[src/rtl/serial_arith_pkg.sv]
// ============================================================================
// Module      : serial_arith_pkg
// Description : Shared state encoding and sizing helper for the bit-serial
//               arithmetic blocks.
// Revision    : 1.0 - initial release
// ============================================================================
`default_nettype none

package serial_arith_pkg;

    localparam logic [1:0] IDLE = 2'd0;
    localparam logic [1:0] RUN  = 2'd1;
    localparam logic [1:0] DONE = 2'd2;

    // Ceiling log2, never less than 1 so a counter always has at least one bit.
    function automatic int clog2(input int value);
        int w;
        w = 1;
        while ((1 << w) < value) begin
            w = w + 1;
        end
        return w;
    endfunction

endpackage : serial_arith_pkg

`default_nettype wire

[src/rtl/full_subtractor.sv]
// ============================================================================
// Module      : full_subtractor
// Description : Combinational one-bit subtractor cell: d = a - b - bin.
// Revision    : 1.0 - initial release
// ============================================================================
`default_nettype none

module full_subtractor (
    input  logic a,
    input  logic b,
    input  logic bin,
    output logic d,
    output logic bout
);

    logic a_xor_b;

    assign a_xor_b = a ^ b;
    assign d       = a_xor_b ^ bin;
    assign bout    = (~a & b) | (~a_xor_b & bin);

endmodule : full_subtractor

`default_nettype wire

[src/rtl/serial_subtractor.sv]
// ============================================================================
// Module      : serial_subtractor
// Description : Bit-serial subtractor, diff = a - b - bin, LSB first, one bit
//               per clock with a start/busy/done handshake.
// Revision    : 1.0 - initial release
// ============================================================================
`default_nettype none

module serial_subtractor
    import serial_arith_pkg::*;
#(
    parameter int WIDTH = 8
) (
    input  logic             clk,
    input  logic             rst,
    input  logic             start,
    input  logic [WIDTH-1:0] a,
    input  logic [WIDTH-1:0] b,
    input  logic             bin,
    output logic             busy,
    output logic             done,
    output logic [WIDTH-1:0] diff,
    output logic             bout,
    output logic             ovf
);

    localparam int               CNT_W = clog2(WIDTH);
    localparam logic [CNT_W-1:0] LAST  = CNT_W'(WIDTH - 1);

    logic [1:0]       state;
    logic [CNT_W-1:0] cnt;
    logic [WIDTH-1:0] a_sh;
    logic [WIDTH-1:0] b_sh;
    logic [WIDTH-2:0] res_sh;
    logic             br;
    logic             a_msb;
    logic             b_msb;

    logic             step_d;
    logic             step_bout;
    logic [WIDTH-1:0] res_next;

    full_subtractor u_cell (
        .a    (a_sh[0]),
        .b    (b_sh[0]),
        .bin  (br),
        .d    (step_d),
        .bout (step_bout)
    );

    // New bit enters at the MSB; after the final step this is the full result.
    assign res_next = {step_d, res_sh};

    always_ff @(posedge clk or negedge rst) begin
        if (!rst) begin
            state  <= IDLE;
            cnt    <= '0;
            a_sh   <= '0;
            b_sh   <= '0;
            res_sh <= '0;
            br     <= 1'b0;
            a_msb  <= 1'b0;
            b_msb  <= 1'b0;
            busy   <= 1'b0;
            done   <= 1'b0;
            diff   <= '0;
            bout   <= 1'b0;
            ovf    <= 1'b0;
        end else begin
            case (state)
                IDLE: begin
                    if (start) begin
                        state <= RUN;
                        busy  <= 1'b1;
                        a_sh  <= a;
                        b_sh  <= b;
                        br    <= bin;
                        cnt   <= '0;
                        a_msb <= a[WIDTH-1];
                        b_msb <= b[WIDTH-1];
                    end
                end
                RUN: begin
                    a_sh   <= a_sh >> 1;
                    b_sh   <= b_sh >> 1;
                    br     <= step_bout;
                    res_sh <= res_next[WIDTH-1:1];
                    cnt    <= cnt + CNT_W'(1);
                    if (cnt == LAST) begin
                        state <= DONE;
                        busy  <= 1'b0;
                        done  <= 1'b1;
                        diff  <= res_next;
                        bout  <= step_bout;
                        ovf   <= (a_msb != b_msb) && (step_d != a_msb);
                    end
                end
                DONE: begin
                    state <= IDLE;
                    done  <= 1'b0;
                end
                default: begin
                    state <= IDLE;
                    busy  <= 1'b0;
                    done  <= 1'b0;
                end
            endcase
        end
    end

endmodule : serial_subtractor

`default_nettype wire

[config.mk]
export PLATFORM = sky130hd
export DESIGN_NAME = serial_subtractor
export DESIGN_NICKNAME = d
export VERILOG_FILES = /design/src/rtl/serial_arith_pkg.sv /design/src/rtl/full_subtractor.sv /design/src/rtl/serial_subtractor.sv
export SDC_FILE = /design/constraint.sdc
export NUM_CORES = 1
export LEC_CHECK = 0
export ABC_AREA = 1
export BUFFER_PORTS_ARGS = -buffer_cell sky130_fd_sc_hd__buf_2
export CORE_MARGIN = 3
export CORE_UTILIZATION = 45
export DETAILED_ROUTE_END_ITERATION = 8
export PLACE_DENSITY_LB_ADDON = 0.25
export SLEW_MARGIN = 0
export SYNTH_ARGS = -nofsm -noshare
export SYNTH_HDL_FRONTEND = slang
export SYNTH_SLANG_ARGS = --single-unit
export TNS_END_PERCENT = 100
[constraint.sdc]
create_clock -name clk -period 1.49 [get_ports clk]
set_clock_uncertainty 0.1 [all_clocks]
set_input_delay 0.298 -clock clk [delete_from_list [all_inputs] [get_ports clk]]
set_output_delay 0.298 -clock clk [all_outputs]
set_load 0.02 [all_outputs]
# Word level (Yosys, flattened, before mapping)
# Index checks and enable logic that the tools add are counted.
word_totals:
  register_bits: 43
  input_bits: 20
  output_inout_bits: 12
  wordCells: 55
classes:
  add_sub_neg: 1
  eq_ne: 7
  mux: 16
  bitwise_logic: 9
  n_reduce_logical: 9
op_table:
  columns: ["op", "count"]
  rows:
  - ["one-hot mux 8 bit (2 select lines)", 2]
  - ["two-way mux 8 bit", 2]
  - ["AND reduction 2 bit", 5]
  - ["one-hot mux 3 bit (2 select lines)", 1]
  - ["two-way mux 1 bit", 4]
  - ["two-way mux 2 bit", 2]
  - ["!= test 2 bit (second input constant)", 2]
  - ["inverter 1 bit", 4]
  - ["one-hot mux 1 bit (2 select lines)", 2]
  - ["one-hot mux 2 bit (2 select lines)", 1]
  - ["adder 3 x 1 -> 3 bit (second input constant)", 1]
  - ["== test 3 bit (second input constant)", 1]
  - ["two-way mux 3 bit", 1]
  - ["one-hot mux 1 bit (3 select lines)", 1]
  - ["AND reduction 3 bit", 1]
  - ["AND 1 bit", 2]
  - ["== test 2 x 1 -> 1 bit (second input constant)", 1]
  - ["== test 2 bit (second input constant)", 1]
  - ["logical NOT 2 bit", 1]
  - ["!= test 1 bit", 2]
  - ["nonzero test 2 bit", 1]
  - ["XOR 1 bit", 2]
  - ["logical AND 1 bit", 1]
  - ["bitwise OR 1 bit", 1]

# Longest topological paths before layout
logic_depth:
  word_depth: 5
  mapped_depth: 7
  ltp_nobuf: 7

# By module
# A second synthesis with hierarchy kept.
unflattened:
  hier_cells: 235
  hier_area_um2: 2055.7
by_module_without_submodules:
  columns: ["mod", "n_inst", "cells_each", "area_each_um2", "seq_area_each_um2"]
  rows:
  - ["serial_subtractor", 1, 231, 2024.4, 1076.0]
  - ["full_subtractor", 1, 4, 31.3, 0.0]

# Worst setup path after synthesis
# No wires, ideal clock.
synth_path:
  path_type: "reg-to-reg"
  start: "register b_sh[0]"
  end: "register ovf"
  setup_time_ns: 0.116
  t_arrival_ns: 1.162
  required_time_ns: 1.274
  setup_slack_ns: 0.112
  stages_incl_launch_ff: 8
  n_path_buf: 0
  period_less_slack_ns: 1.378
  cell_sequence: "dfrtp_1 -> inv_1 -> fa_1 -> inv_1 -> nand3_1 -> nand2_1 -> nand2_1 -> nand2_1"
synth_between:
  elab_chain_len: 4
synth_lines:
  columns: ["item", "line_no", "source"]
  rows:
  - ["start: declaration", "serial_subtractor.sv:33", "logic [WIDTH-1:0] b_sh;"]
  - ["start signal: assignment", "serial_subtractor.sv:85", "b_sh <= b_sh >> 1;"]
  - ["XOR 1 bit", "full_subtractor.sv:18", "assign a_xor_b = a ^ b;"]
  - ["XOR 1 bit", "full_subtractor.sv:19", "assign d = a_xor_b ^ bin;"]
  - ["net step_d", "serial_subtractor.sv:39", "logic step_d;"]
  - ["!= test 1 bit", "serial_subtractor.sv:95", "ovf <= (a_msb != b_msb) && (step_d != a_msb);"]
  - ["logical AND 1 bit", "serial_subtractor.sv:95", null]
  - ["end signal: assignment", "serial_subtractor.sv:95", null]
  - ["end: declaration", "serial_subtractor.sv:24", "output logic ovf"]
# The timed path passes the listed nets, and every way through them passes these cells.
# A chain may end at the register's enable or synchronous reset.

# Final worst setup path
layout_path:
  start: "register br"
  end: "register ovf"
layout_between:
  elab_chain_len: 3
layout_lines:
  columns: ["item", "line_no", "source"]
  rows:
  - ["start: declaration", "serial_subtractor.sv:35", "logic br;"]
  - ["start signal: assignment", "serial_subtractor.sv:77", "br <= bin;"]
  - ["start signal: assignment", "serial_subtractor.sv:86", "br <= step_bout;"]
  - ["XOR 1 bit", "full_subtractor.sv:19", null]
  - ["net step_d", "serial_subtractor.sv:39", null]
  - ["!= test 1 bit", "serial_subtractor.sv:95", null]
  - ["logical AND 1 bit", "serial_subtractor.sv:95", null]
# The timed path passes the listed nets, and every way through them passes these cells.

==> metrics.csv <==
stage,metric,value,unit
timing,maxSlewViolCount,0,
cells_and_area,n_antenna_cell,0,
power,power.internal,2800,µW
routing,drc,0,
power,p_per_area,2032,nW/µm²
clock_network,cts_inserted_buffers,5,
cells_and_area,final_common_cell,nand2_1,
synthesis,synth-seq-cells,43,
grt,grt_pass1_vias,1497,
timing,worstMarginPinSlew,289.9,ps
setup_path,end_kind,flip-flop,
grt,track_usage,16.39,%
synthesis,post_synth.cell_area_avg,8.366,µm²
placement,gp_congestion,0.7044,
clock_network,worstSkewPairLatency,290,ps
floorplan,rows,23,
power,p_seq_share,41.7,%
routing,drt_iter0_markers,98,
setup_path,critPathSlowestCell,fa_1,
cells_and_area,mostFrequentLayoutCells,"74 x nand2_1, 43 x dfrtp_1, 31 x buf_2, 29 x inv_1, 27 x nand3_1",
setup_path,cpPeakStageDelay,580,ps
routing,first_pass_iters,4,
setup_path,cpLargestDelayFamily,adder cells,
clock_network,cts_tree,yes,
floorplan,core_area,4115,µm²
setup_path,critPathLaunch,br,
clock_network,clock_sinks,43,
worst_hold_path,hp-class,input pin to flip-flop,
timing,fin_crit_sh,98.25,%
cells_and_area,stdcell_area,2326,µm²
placement,dp_hpwl,2523,µm
power,swShare,40.77,%
power,p_leak,0.001306,µW
grt,grt_start_max_net_pins,44,
floorplan,boundaryPins,32,
power,switchingPower,1927,µW
setup_path,cp.depth,7,
synthesis,syn_area,1974,µm²
grt,grt_overflow,0,
routing,finalWirelength,3714,µm
cells_and_area,drive_gt1_share,23.10,%
setup_path,timing.critical_path.required,1580,ps
power,p_clk_share,15.1,%
synthesis,ys_seq_area_share,54.50,%
floorplan,die_w,72.24,µm
placement,preCtsSetupSlack,24.06,ps
setup_path,crit_type,flip-flop to flip-flop,
grt,antenna_found_initial,0,
floorplan,initial_core_util,47.98,%
placement,dpl_cell_area,2222,µm²
setup_path,cp_common_cell,nand2_1,
timing,fin_crit,1464,ps
cells_and_area,area_delta_synth_final,17.81,%
routing,via_per_inst,4.749,
setup_path,startpoint_type,flip-flop,
clock_network,root_buffer,clkbuf_8,
grt,grt_pass1_wl,6644,µm
power,power_frac_comb,43.2,%
setup_path,r2r_slack,30,ps
placement,port_buffers,31,
clock_network,clockBufferDepth,2,
timing,relSlewSlack,80.67,%
synthesis,syn_inst,236,
routing,vias,1553,
synthesis,syn-num-nets,259,
setup_path,cp.buffers_inverters,2,
job,cap_viol_max_count,0,
timing,setup_viol,0,
routing,ant_nets,0,
routing,wire_per_inst,11.36,µm
setup_path,r2r-end,ovf,
cells_and_area,fillCellCount,384,
setup_path,crit_end,ovf,
timing,max_freq,683.1,MHz
setup_path,path_cells,inv_2 > fa_1 > inv_2 > nand3_2 > nand2_1 > nand2_1 > nand2_1,
setup_path,worstRegToRegCells,7,
power,vdd_ir_drop_max,740.2,µV
floorplan,fp.dieArea,5219,µm²
setup_path,path_max_fanout,3,
timing,rsz0062_at_grt,true,
timing,fin_ws,26.01,ps
status,status,"finished, final reports clean",
clock_network,htreeDepth,2,
setup_path,r2r-start,br,
timing,final-hold-violation-count,0,
cells_and_area,final_nets,299,
synthesis,ys_warn_count,0,
floorplan,fp.dieH,72.24,µm
clock_network,clk_pin_slew,80,ps
synthesis,ys_types,20,
setup_path,worstPathArrival,1560,ps
power groups by stage:
stage                     clock network, µW  registers [µW]  logic, µW
after floorplan                           0            2110       1350
after global placement                    0            1980       2010
after detailed placement                  0            1990       2030
after CTS                               732            1970       2040
after global routing                    779            2040       2410
final                                   714            1970       2040
synthesized netlist by cell type (all sizes together):
master  count  area (µm²)
fa          1       20.02
inv        32       122.6
a21oi       1       8.760
nand3      28       140.1
dfrtp      43        1076
or2         1       6.260
o21ai      20       103.9
nand2      78       312.8
clkbuf      1       3.750
buf         8       66.31
nor2       21       88.83
ha          2       25.02
how the worst min path moves through the flow:
stage               startpoint       to  slack (ps)  depth (start not counted)
floorplan                  rst    a_msb        -100                          0
detailed placement         rst  diff[6]         190                          2
CTS                       a[7]  a_sh[7]         120                          3
finish                    a[7]  a_sh[7]         130                          3
global placement           rst  diff[6]         190                          2
global route              a[7]  a_sh[7]         120                          3
flip-flops by register name (all words and copies together) (netlist names):
register,count
a_sh,8
b_sh,8
diff,8
res_sh,7
cnt,3
state,2
a_msb,1
b_msb,1
bout,1
br,1
busy,1
done,1
ovf,1
through the flow:
| stage | power, µW | std cells | util, % | TNS, ps | hold WS, ps |
|---|---|---|---|---|---|
| after global placement | 3987 | 318 | 54.00 | 0 | 193.0 |
| after CTS | 4744 | 327 | 56.28 | 0 | 123.9 |
| after global routing | 5234 | 327 | 56.52 | -77.96 | 122.5 |
| after detailed placement | 4018 | 318 | 54.00 | 0 | 191.4 |
| final | 4727 | 327 | 56.52 | 0 | 125.7 |
| after floorplan | 3456 | 236 | - | 0 | -97.59 |
cells by family after synthesis:
group                    after synthesis  share of synthesized area (%)
flip-flops                            43                          54.50
AND/OR/NAND/NOR                      128                          27.76
buffers and inverters                 41                          9.759
adder cells (fa/ha/maj)                3                          2.281
AO/OA/AOI/OAI                         21                          5.704
worst register-to-register path, cell delays in order, from the launching register on:
cell and delay [ps]:
dfrtp_1 380, inv_2 50, fa_1 580, inv_2 60, nand3_2 50, nand2_1 50, nand2_1 50, nand2_1 50
cell type report:
cell class	instances	area, µm²	share of cell area [%]
clock inverters	3	15.01	0.6455
flip-flops and latches	43	1076	46.26
well taps	50	62.56	2.690
inverters	32	122.6	5.272
multi-input cells	152	715.7	30.77
clock buffers	5	68.82	2.959
repair buffers	42	265.3	11.40
per-layer routing:
layer	up-vias	GRT usage, %	part of all wire [%]
met5	-	0	0
met2	38	26.09	46
li1	804	-	-
met1	705	21.89	47
met3	6	4.432	5.4
met4	0	5.010	1.0
what timing repair did:
action	CTS	global route
endpoints found under the hold margin	43	0
buffers inserted	0	0
hold buffers	1	0
resized for setup	0	4
endpoints found under the setup margin	0	11
(Power assumes the default switching activity.)
